$ cat src/rtl/msp_pkg.sv
// ---------------------------------------------------------------------------
// msp_pkg
// Shared definitions for the operand addressing-mode sequencer:
//   - state_t      : sequencer state encoding
//   - MC_*         : calc-unit mode codes driven on mc
//   - SEL_*        : memory address bus source codes driven on addr_sel
//   - AS_*         : source addressing mode codes (as_mode input)
//   - outs_t       : bundle of the registered Moore outputs
//   - helpers      : memory-request state test, destination routing,
//                    Moore output decode of a state
// ---------------------------------------------------------------------------
package msp_pkg;

  typedef enum logic [3:0] {
    IDLE    = 4'd0,
    S_EXT   = 4'd1,
    S_CALC  = 4'd2,
    S_RD    = 4'd3,
    S_INC   = 4'd4,
    S_INCWB = 4'd5,
    D_EXT   = 4'd6,
    D_CALC  = 4'd7,
    D_RD    = 4'd8,
    EXEC    = 4'd9,
    WB      = 4'd10,
    DONE    = 4'd11
  } state_t;

  // Calc-unit mode codes
  localparam logic [1:0] MC_IDLE    = 2'd0;  // no calculation
  localparam logic [1:0] MC_SRC_INC = 2'd1;  // Sout + 1
  localparam logic [1:0] MC_SRC_MDB = 2'd2;  // Sout + MDB
  localparam logic [1:0] MC_DST_MDB = 2'd3;  // Dout + MDB

  // Memory address bus source codes
  localparam logic [1:0] SEL_PC   = 2'd0;
  localparam logic [1:0] SEL_RS   = 2'd1;
  localparam logic [1:0] SEL_CALC = 2'd2;

  // Source addressing modes
  localparam logic [1:0] AS_REG = 2'b00;  // Rn
  localparam logic [1:0] AS_IDX = 2'b01;  // X(Rn)
  localparam logic [1:0] AS_IND = 2'b10;  // @Rn
  localparam logic [1:0] AS_INC = 2'b11;  // @Rn+

  typedef struct packed {
    logic [1:0] mc;
    logic       mem_req;
    logic       mem_we;
    logic [1:0] addr_sel;
    logic       src_wb;
    logic       alu_en;
    logic       dst_reg_wr;
    logic       busy;
    logic       done;
  } outs_t;

  // True for the states that hold a memory request open until mem_ack.
  function automatic logic is_req_state(input state_t st);
    logic r;
    case (st)
      S_EXT, S_RD, D_EXT, D_RD, WB: r = 1'b1;
      default:                      r = 1'b0;
    endcase
    return r;
  endfunction

  // Where the sequence continues once the source operand is settled.
  function automatic state_t dest_state(input logic ad_m);
    state_t r;
    if (ad_m) begin
      r = D_EXT;
    end else begin
      r = EXEC;
    end
    return r;
  endfunction

  // Moore output decode for a state, given the captured addressing modes.
  function automatic outs_t decode_outs(input state_t st, input logic [1:0] as_m,
                                        input logic ad_m);
    outs_t o;
    o = '0;
    case (st)
      IDLE: begin
        o.busy = 1'b0;
      end
      S_EXT, D_EXT: begin
        o.busy     = 1'b1;
        o.mem_req  = 1'b1;
        o.addr_sel = SEL_PC;
      end
      S_CALC: begin
        o.busy = 1'b1;
        o.mc   = MC_SRC_MDB;
      end
      S_RD: begin
        o.busy    = 1'b1;
        o.mem_req = 1'b1;
        // Indexed source reads from the computed address, the indirect
        // modes read straight through the source register.
        if (as_m == AS_IDX) begin
          o.addr_sel = SEL_CALC;
        end else begin
          o.addr_sel = SEL_RS;
        end
      end
      S_INC: begin
        o.busy = 1'b1;
        o.mc   = MC_SRC_INC;
      end
      S_INCWB: begin
        o.busy   = 1'b1;
        o.src_wb = 1'b1;
      end
      D_CALC: begin
        o.busy = 1'b1;
        o.mc   = MC_DST_MDB;
      end
      D_RD: begin
        o.busy     = 1'b1;
        o.mem_req  = 1'b1;
        o.addr_sel = SEL_CALC;
      end
      EXEC: begin
        o.busy       = 1'b1;
        o.alu_en     = 1'b1;
        o.dst_reg_wr = ~ad_m;
      end
      WB: begin
        // mc stays on the destination calculation so CALC_OUT still
        // carries the write-back address.
        o.busy     = 1'b1;
        o.mem_req  = 1'b1;
        o.mem_we   = 1'b1;
        o.addr_sel = SEL_CALC;
        o.mc       = MC_DST_MDB;
      end
      DONE: begin
        o.busy = 1'b1;
        o.done = 1'b1;
      end
      default: begin
        o = '0;
      end
    endcase
    return o;
  endfunction

endpackage

$ cat src/rtl/addr_mode_seq_ack_timer.sv
// ---------------------------------------------------------------------------
// ack_timer
// Counts cycles spent waiting for a memory acknowledge and flags expiry.
//   clk    : system clock
//   rst    : asynchronous active-high reset
//   clear  : restart the wait count (takes priority over count)
//   count  : one more cycle waited without acknowledge
//   expire : this waiting cycle is the LIMIT-th one (never when LIMIT = 0)
// ---------------------------------------------------------------------------
module ack_timer #(
  parameter int LIMIT = 16
) (
  input  logic clk,
  input  logic rst,
  input  logic clear,
  input  logic count,
  output logic expire
);

  localparam int CW = (LIMIT > 2) ? $clog2(LIMIT) : 1;
  localparam logic [CW-1:0] LAST = CW'((LIMIT > 0) ? LIMIT - 1 : 0);

  logic [CW-1:0] cnt;

  // Wait counter: cleared between accesses, advanced per unacknowledged cycle.
  always_ff @(posedge clk or posedge rst) begin
    if (rst) begin
      cnt <= '0;
    end else if (clear) begin
      cnt <= '0;
    end else if (count && (LIMIT != 0)) begin
      cnt <= cnt + CW'(1);
    end else begin
      cnt <= cnt;
    end
  end

  // cnt holds the number of cycles already waited, so the LIMIT-th waiting
  // cycle is the one that sees LIMIT-1.
  assign expire = (LIMIT != 0) && count && (cnt == LAST);

endmodule

$ cat src/rtl/addr_mode_seq.sv
// ---------------------------------------------------------------------------
// addr_mode_seq
// Operand addressing-mode sequencer: walks source/destination operand
// fetch, execute and memory write-back for the selected addressing modes.
//   clk        : system clock
//   rst        : asynchronous active-high reset
//   start      : begin a sequence (sampled only in IDLE)
//   as_mode    : source mode 00 Rn, 01 X(Rn), 10 @Rn, 11 @Rn+
//   ad_mode    : destination mode 0 Rn, 1 X(Rn)
//   mem_ack    : current memory access complete
//   mc         : calc-unit mode (0 idle, 1 Sout+1, 2 Sout+MDB, 3 Dout+MDB)
//   mem_req    : memory request, held until mem_ack
//   mem_we     : write qualifier for mem_req
//   addr_sel   : address source (0 PC, 1 Rs, 2 CALC_OUT)
//   pc_inc     : PC advance (extension word fetch acknowledged)
//   src_wb     : write CALC_OUT back to Rs
//   alu_en     : ALU execute strobe
//   dst_reg_wr : register destination write strobe
//   busy       : sequencer not in IDLE
//   done       : one-cycle completion pulse
//   fault      : one-cycle acknowledge-timeout pulse
// ---------------------------------------------------------------------------
module addr_mode_seq
  import msp_pkg::*;
#(
  parameter int ACK_TIMEOUT = 16
) (
  input  logic       clk,
  input  logic       rst,
  input  logic       start,
  input  logic [1:0] as_mode,
  input  logic       ad_mode,
  input  logic       mem_ack,
  output logic [1:0] mc,
  output logic       mem_req,
  output logic       mem_we,
  output logic [1:0] addr_sel,
  output logic       pc_inc,
  output logic       src_wb,
  output logic       alu_en,
  output logic       dst_reg_wr,
  output logic       busy,
  output logic       done,
  output logic       fault
);

  state_t     state;
  state_t     nxt;
  logic [1:0] as_r;
  logic       ad_r;
  outs_t      outs_r;
  logic       fault_r;

  logic       accept;
  logic [1:0] as_eff;
  logic       ad_eff;
  logic       in_req;
  logic       expire;

  // A start is only honoured in IDLE; the modes used for the whole sequence
  // are the ones present on that cycle, later input changes are ignored.
  assign accept = (state == IDLE) && start;
  assign as_eff = accept ? as_mode : as_r;
  assign ad_eff = accept ? ad_mode : ad_r;
  assign in_req = is_req_state(state);

  // Each request state exits on mem_ack, so clearing on ack (or outside a
  // request state) gives every new access a fresh count.
  ack_timer #(
    .LIMIT (ACK_TIMEOUT)
  ) u_ack_timer (
    .clk    (clk),
    .rst    (rst),
    .clear  (~in_req | mem_ack),
    .count  (in_req & ~mem_ack),
    .expire (expire)
  );

  function automatic state_t next_state(input state_t st, input logic go,
                                        input logic [1:0] as_m, input logic ad_m,
                                        input logic ack, input logic tmo);
    state_t r;
    case (st)
      IDLE: begin
        if (go) begin
          case (as_m)
            AS_IDX:         r = S_EXT;
            AS_IND, AS_INC: r = S_RD;
            default:        r = dest_state(ad_m);
          endcase
        end else begin
          r = IDLE;
        end
      end
      S_EXT:   r = ack ? S_CALC : (tmo ? IDLE : S_EXT);
      S_CALC:  r = S_RD;
      S_RD: begin
        if (ack) begin
          r = (as_m == AS_INC) ? S_INC : dest_state(ad_m);
        end else if (tmo) begin
          r = IDLE;
        end else begin
          r = S_RD;
        end
      end
      S_INC:   r = S_INCWB;
      S_INCWB: r = dest_state(ad_m);
      D_EXT:   r = ack ? D_CALC : (tmo ? IDLE : D_EXT);
      D_CALC:  r = D_RD;
      D_RD:    r = ack ? EXEC : (tmo ? IDLE : D_RD);
      EXEC:    r = ad_m ? WB : DONE;
      WB:      r = ack ? DONE : (tmo ? IDLE : WB);
      DONE:    r = IDLE;
      default: r = IDLE;
    endcase
    return r;
  endfunction

  assign nxt = next_state(state, accept, as_eff, ad_eff, mem_ack & in_req, expire);

  // Sequencer: state, captured modes and the outputs of the state being
  // entered, so every Moore output comes straight from a flop.
  always_ff @(posedge clk or posedge rst) begin
    if (rst) begin
      state   <= IDLE;
      as_r    <= 2'b00;
      ad_r    <= 1'b0;
      outs_r  <= '0;
      fault_r <= 1'b0;
    end else begin
      state <= nxt;
      if (accept) begin
        as_r <= as_mode;
        ad_r <= ad_mode;
      end else begin
        as_r <= as_r;
        ad_r <= ad_r;
      end
      outs_r  <= decode_outs(nxt, as_eff, ad_eff);
      fault_r <= expire;
    end
  end

  assign mc         = outs_r.mc;
  assign mem_req    = outs_r.mem_req;
  assign mem_we     = outs_r.mem_we;
  assign addr_sel   = outs_r.addr_sel;
  assign src_wb     = outs_r.src_wb;
  assign alu_en     = outs_r.alu_en;
  assign dst_reg_wr = outs_r.dst_reg_wr;
  assign busy       = outs_r.busy;
  assign done       = outs_r.done;
  assign fault      = fault_r;

  // PC advances in the same cycle the extension word is acknowledged.
  assign pc_inc = ((state == S_EXT) || (state == D_EXT)) && mem_ack;

endmodule

$ cat config.mk
export PLATFORM = sky130hd
export DESIGN_NAME = addr_mode_seq
export DESIGN_NICKNAME = d
export VERILOG_FILES = /design/src/rtl/msp_pkg.sv /design/src/rtl/addr_mode_seq_ack_timer.sv /design/src/rtl/addr_mode_seq.sv
export SDC_FILE = /design/constraint.sdc
export NUM_CORES = 1
export LEC_CHECK = 0
export CAP_MARGIN = 5
export CORE_ASPECT_RATIO = 1.1
export CORE_MARGIN = 2
export CORE_UTILIZATION = 40
export DETAILED_ROUTE_END_ITERATION = 10
export GPL_TIMING_DRIVEN = 0
export PLACE_DENSITY = 0.65
export SLEW_MARGIN = 20
export SYNTH_ARGS = -nofsm -noshare
export SYNTH_HDL_FRONTEND = slang
export SYNTH_SLANG_ARGS = --single-unit
$ cat constraint.sdc
create_clock -name clk -period 2.2 [get_ports clk]
set_clock_uncertainty 0.05 [all_clocks]
set_input_delay 0.44 -clock clk [delete_from_list [all_inputs] [get_ports clk]]
set_output_delay 0.44 -clock clk [all_outputs]
set_load 0.02 [all_outputs]
======== Word-level counts from Yosys, hierarchy flattened ========
Cells that the tools add are included.
operators by class
  add/subtract/negate cells ............... 1
  equal/unequal tests ..................... 25
  multiplexer cells ....................... 30
  bitwise logic cells ..................... 6
  reductions and logical operators ........ 12
operators with widths
  kind                                                             count
  4-bit one-hot mux with 11 select lines                           1
  4-bit two-way mux                                                10
  4-bit by 3-bit == test with 1-bit output, second input constant  8
  4-bit == test, second input constant                             8
  4-bit by 2-bit == test with 1-bit output, second input constant  4
  11-bit OR reduction                                              1
  2-bit two-way mux                                                5
  5-bit OR reduction                                               2
  1-bit two-way mux                                                9
  4-bit by 1-bit == test with 1-bit output, second input constant  2
  4-bit one-hot mux with 2 select lines                            1
  3-bit two-way mux                                                2
  2-bit one-hot mux with 3 select lines                            1
  2-bit OR reduction                                               3
  4-bit by 1-bit adder with 4-bit output, second input constant    1
  2-bit == test, second input constant                             2
  4-bit zero test                                                  1
  2-bit one-hot mux with 2 select lines                            1
  1-bit logical AND                                                3
  1-bit NOT                                                        3
  1-bit bitwise AND                                                2
  2-bit by 1-bit == test with 1-bit output, second input constant  1
  2-bit nonzero test                                               1
  1-bit logical OR                                                 1
  1-bit bitwise OR                                                 1
storage, ports and cells
  flip-flop bits (word level) ............. 23
  input port bits ......................... 7
  output and inout port bits .............. 13
  logic and storage cells ................. 88

======== Depth between registers and ports, before layout ========
Gate-level depths: netlist of the first run.
  word-level depth ........................ 11
  mapped depth ............................ 8
  depth with buffers taken out ............ 8

======== By module ========
From an unflattened synthesis of the first run, not the netlist that was laid out.
unflattened totals
  cell total of the unflattened synthesis .. 130
  area total of the unflattened synthesis .. 1316.3 µm²
modules (own cells, without submodules)
  module         times used  cells an instance  area each (µm²)  seq. area each (µm²)
  addr_mode_seq  1           111                1084.8           475.5
  ack_timer      1           19                 231.5            100.1

======== Worst setup path after synthesis of the first run ========
OpenSTA, ideal clock, no wires.
  path type ............................... reg2reg
  start ................................... register state[0]
  end ..................................... register outs_r (netlist bit mc[0])
  setup time .............................. 0.074 ns
  arrival ................................. 1.967 ns
  data required time ...................... 2.076 ns
  setup slack ............................. 0.109 ns
  cell stages (with the launch flop) ...... 8
  buffers on the path ..................... 0
  period minus slack after synthesis ...... 2.091 ns
  cells stage by stage .................... dfrtp_1 -> or4_4 -> o211ai_2 -> a31oi_1 -> a2111oi_4 -> inv_2 -> o21a_1 -> o21ai_2
between the ends
  cells in the longest elaborated chain, start to end .. 11
  elaborated cells between the ends (all ways) .. 45
  classes of those cells .................. eq/ne (17); mux (20); bitwise (2); reduce/logical (6)
ends and longest elaborated chain
  what                                                                              line                                                text
  start: declaration                                                                addr_mode_seq.sv:47                                 state_t state;
  start signal: assignment                                                          addr_mode_seq.sv:131                                state <= nxt;
  4-bit zero test, or another cell as far along                                     addr_mode_seq.sv:62, addr_mode_seq.sv:83
  1-bit logical AND / 5-bit OR reduction (equally long branches)                    addr_mode_seq.sv:62, msp_pkg.sv:61
  2-bit two-way mux / 1-bit two-way mux (equally long branches)                     -
  2-bit == test, or another cell as far along                                       addr_mode_seq.sv:86, addr_mode_seq.sv:99
  2-bit OR reduction / 1-bit logical AND (equally long branches)                    addr_mode_seq.sv:86, addr_mode_seq_ack_timer.sv:40
  4-bit one-hot mux with 2 select lines, or another cell as far along               addr_mode_seq.sv:86                                 case (as_m)
  4-bit two-way mux, or another cell as far along                                   addr_mode_seq.sv:85                                 if (go) begin
  4-bit one-hot mux with 11 select lines (*)                                        addr_mode_seq.sv:83                                 case (st)
  named net nxt[1]                                                                  addr_mode_seq.sv:48                                 state_t nxt;
  4-bit == test / 4-bit by 3-bit == test with 1-bit output (equally long branches)  msp_pkg.sv:84                                       case (st)
  2-bit OR reduction (no line)                                                      -
  2-bit one-hot mux with 3 select lines (*)                                         msp_pkg.sv:84
  end signal: assignment                                                            addr_mode_seq.sv:139                                outs_r <= decode_outs(nxt, as_eff, ad_eff);
  end: declaration                                                                  addr_mode_seq.sv:51                                 outs_t outs_r;
The timed path passes the listed nets; every way through them passes the cells marked *.
A chain may end at the register's enable or synchronous reset.

======== Final worst setup path of the first run ========
  start ................................... register state[0]
  end ..................................... register outs_r (netlist bit mem_req)
between the ends
  cells in the longest elaborated chain, start to end .. 11
  elaborated cells between the ends (all ways) .. 46
  classes of those cells .................. eq/ne (18); mux (20); bitwise (2); reduce/logical (6)
ends and longest elaborated chain
  what                                                                 line
  4-bit zero test, or another cell as far along                        addr_mode_seq.sv:62, addr_mode_seq.sv:83
  1-bit logical AND / 5-bit OR reduction (equally long branches)       addr_mode_seq.sv:62, msp_pkg.sv:61
  2-bit two-way mux / 1-bit two-way mux (equally long branches)        -
  2-bit == test, or another cell as far along                          addr_mode_seq.sv:86, addr_mode_seq.sv:99
  2-bit OR reduction / 1-bit logical AND (equally long branches)       addr_mode_seq.sv:86, addr_mode_seq_ack_timer.sv:40
  4-bit one-hot mux with 2 select lines, or another cell as far along  addr_mode_seq.sv:86
  4-bit two-way mux, or another cell as far along                      addr_mode_seq.sv:85
  4-bit one-hot mux with 11 select lines (*)                           addr_mode_seq.sv:83
  4-bit == test, or another cell as far along                          msp_pkg.sv:84
  5-bit OR reduction (no line) (*)                                     -
  1-bit two-way mux (*)                                                msp_pkg.sv:84
Mark *: on every way between the ends. The rest lies on a longest branch, timed or not.

==> results of run 1 <==
==> repair_timing <==
item,CTS,global route
pin swaps,4,7
endpoints found under the setup margin,10,10
resized for setup,8,21
setup buffers,7,5
==> how the worst max path moves through the flow <==
stage | slack (ps) | start | endpoint
4_1_cts | -10 | state[0] | mem_req
5_1_grt | -80 | u_ack_timer.cnt[0] | mem_req
6_report | 60 | state[0] | mem_req
3_5_place_dp | -540 | mem_ack | mc[0]
2_1_floorplan | 110 | state[0] | mc[0]
3_3_place_gp | -540 | mem_ack | mc[0]
==> cell usage in the layout, fill, tap and decap left out, drive strengths merged, types with 2 or more instances in the layout <==
cell | netlist | routed
o21ai | 5 | 5
a31oi | 3 | 3
a21oi | 5 | 5
o22ai | 2 | 2
nand2 | 7 | 7
nor2 | 15 | 15
inv | 11 | 11
nand4b | 2 | 2
clkbuf | 2 | 5
buf | 3 | 15
nor3 | 4 | 4
a211oi | 3 | 3
nand2b | 4 | 4
mux2i | 3 | 3
dlygate4sd2 | 0 | 2
o21a | 3 | 3
nand3 | 4 | 4
nor2b | 3 | 3
dfrtp | 23 | 23
clkdlybuf4s50 | 0 | 17
nand4 | 3 | 3
==> registers in the layout, indices dropped and copies added (netlist names) <==
signal	flops
state	4
u_ack_timer.cnt	4
addr_sel	2
as_r	2
mc	2
ad_r	1
alu_en	1
busy	1
done	1
dst_reg_wr	1
fault	1
mem_req	1
mem_we	1
src_wb	1
==> per-stage QoR <==
stage / power (W) / hold slack, ps / instances / setup slack (ps) / util, %
floorplan: 0.00153 / 383 / 127 / 109 / -
global placement: 0.00186 / 396 / 180 / -544 / 48.9
detailed placement: 0.00187 / 408 / 180 / -536 / 48.9
CTS: 0.00220 / 425 / 191 / -12.1 / 52.3
global route: 0.00259 / 463 / 196 / -83.7 / 56.5
finish: 0.00241 / 421 / 196 / 60.5 / 56.5
==> Yosys cell counts, drive strengths merged <==
master	number
dfrtp	23
nor2	15
inv	11
nand2	7
a21oi	5
o21ai	5
nand2b	4
nand3	4
nor3	4
a211oi	3
a31oi	3
buf	3
mux2i	3
nand4	3
nor2b	3
o21a	3
clkbuf	2
nand4b	2
o22ai	2
a2111o	1
a2111oi	1
a22oi	1
a311oi	1
a31o	1
a32oi	1
and2	1
and3	1
and4	1
ha	1
mux2	1
nand3b	1
nor4	1
nor4b	1
o211a	1
o211ai	1
o31ai	1
o41ai	1
or2	1
or4	1
xnor2	1
xor2	1
==> power breakdown <==
part	internal, W	switching, W	total, W
Sequential	0.000568	0.0000911	0.000659
Combinational	0.000724	0.000836	0.00156
Clock	0.0000678	0.000124	0.000192
Total	0.00136	0.00105	0.00241
==> cell families (layout without fill, tap and decap cells) <==
| group | Yosys count | in the layout | share of synthesized area (%) |
|---|---|---|---|
| AND/OR/NAND/NOR | 50 | 50 | 21.4 |
| AO/OA/AOI/OAI | 31 | 31 | 20.9 |
| flip-flops | 23 | 23 | 46.7 |
| buffers and inverters | 16 | 51 | 5.18 |
| multiplexers | 4 | 4 | 3.35 |
| XOR/XNOR | 2 | 2 | 1.42 |
| adder cells (fa/ha/maj) | 1 | 1 | 1.02 |
==> area by class of cell <==
cell class / count / area [um2]
fillers: 273 / 1300
multi-input cells: 88 / 681
flip-flops and latches: 23 / 578
repair buffers: 31 / 282
well taps: 34 / 42.5
inverters: 11 / 41.3
plain buffers: 5 / 40.0
clock buffers: 3 / 22.5
clock inverters: 1 / 5.00
==> per-layer routing <==
layer  vias up  wire length (um)  share of wire [%]  track usage, %
li1        531                 -                  -               -
met1       541              1280                 44            22.6
met2        26              1480                 51            26.3
met3         6               113                3.9            2.71
met4         0                51                1.7            6.69
met5         -                 0                  0               0
==> metrics.cfg, run 1 <==
[global_routing]
grt_pass1_wl_mm=4.70
grt_start_max_net_pins=24
grt_pass1_vias=1048
overflow=0
antenna_found_initial=0
grt_util_all_layers_pct=16.6

[sta]
final_hold_viol_count=0
report.final.slew_viol_count=0
setup_viol=0
rsz0062_at_grt=yes
period_needed_ps=2140
period_share_pct=97.2
tightest_slew_ps=870
clock.fmax_ghz=0.467
fin_setup_tns_ps=0
slew_headroom_pct=41.9

[critical_path]
r2r_start=state[0]
crit_arrival_ps=2300
slowest_delay_ps=590
path_cells=or4_4 -> o211ai_2 -> a31oi_2 -> a2111oi_4 -> buf_4 -> o21a_1 -> o21ai_1
endpoint_kind=register
required_ps=2360
r2r_cells=7
path_buf_inv=1
path_delay_family=compound AO/OA/AOI/OAI gates
crit_slowest_cell=or4_4
crit_type=register to register
crit_fanout=5
crit_path_start_kind=register
cp.depth=7
r2r_slack_ps=60
rr_endpoint=mem_req

[route]
wl_per_cell_um=14.9
vias=1104
vias_per_cell=5.63
dr.pass1.iters=5
drt_iter0_drc=38
ant_nets=0
route.detailed.drc=0
wl_mm=2.93

[die]
die_h_um=62.2
rows=21
dieWidth_um=56.9
core-area_um2=3000
num_io_pins=20
start_util_pct=41.1
dieArea_um2=3540

[power_and_ir_drop]
p_leak_nw=0.756
peakVddDrop_uv=1010
p_per_area_nw_per_um2=1430

[place]
gp_congestion=0.870
place_area_um2=1470
io_buffers=19
dp_hpwl_mm=1.94

[run_status]
status=finished clean

[synth]
synth_area_um2=1230
synth_nets=135
yosysTopAreaCellShare_pct=46.7
avgSynthCellArea_um2=9.70
yosysWarnings=0
ys_types=45
synth_seq_cells=23
synth_area_leader_cell=dfrtp_1
netlist_instances=127
yosys-top-cells-area=dfrtp_1, nor2_1, inv_1
ys_seq_area_share_pct=46.7

[min_path]
min-delay-start=u_ack_timer.cnt[0]
hold_depth=1
hold_end=u_ack_timer.cnt[0]
hold_path.class=register to register

[clock_network]
numCtsBuffers=3
clk_path_buf_depth=2
numClockSinks=23
cts_hold_buffers=0
cts_tree=built
h-tree-depth=1
clk_latency_ps=310
clk_pin_slew_worst_paths_ps=130
cts_root_buf=clkbuf_4

[run]
cap_violations=0

[cells_and_area]
fin_area_um2=1690
fin_nets=171
diodes=0
drive_gt1_share_pct=28.4
area_delta_synth_final_pct=37.3

No activity file was read; power rests on OpenSTA's default activity.
==> inputs of run 2 (changes only) <==
--- a/config.mk
+++ b/config.mk
@@ -9,6 +9,7 @@
 export CORE_ASPECT_RATIO = 1.1
 export CORE_MARGIN = 2
 export CORE_UTILIZATION = 40
+export CTS_CLUSTER_SIZE = 40
 export DETAILED_ROUTE_END_ITERATION = 10
 export GPL_TIMING_DRIVEN = 0
 export PLACE_DENSITY = 0.65
==> results of run 2 <==
Final layout, timing and power as in run 1 (identical DEF).
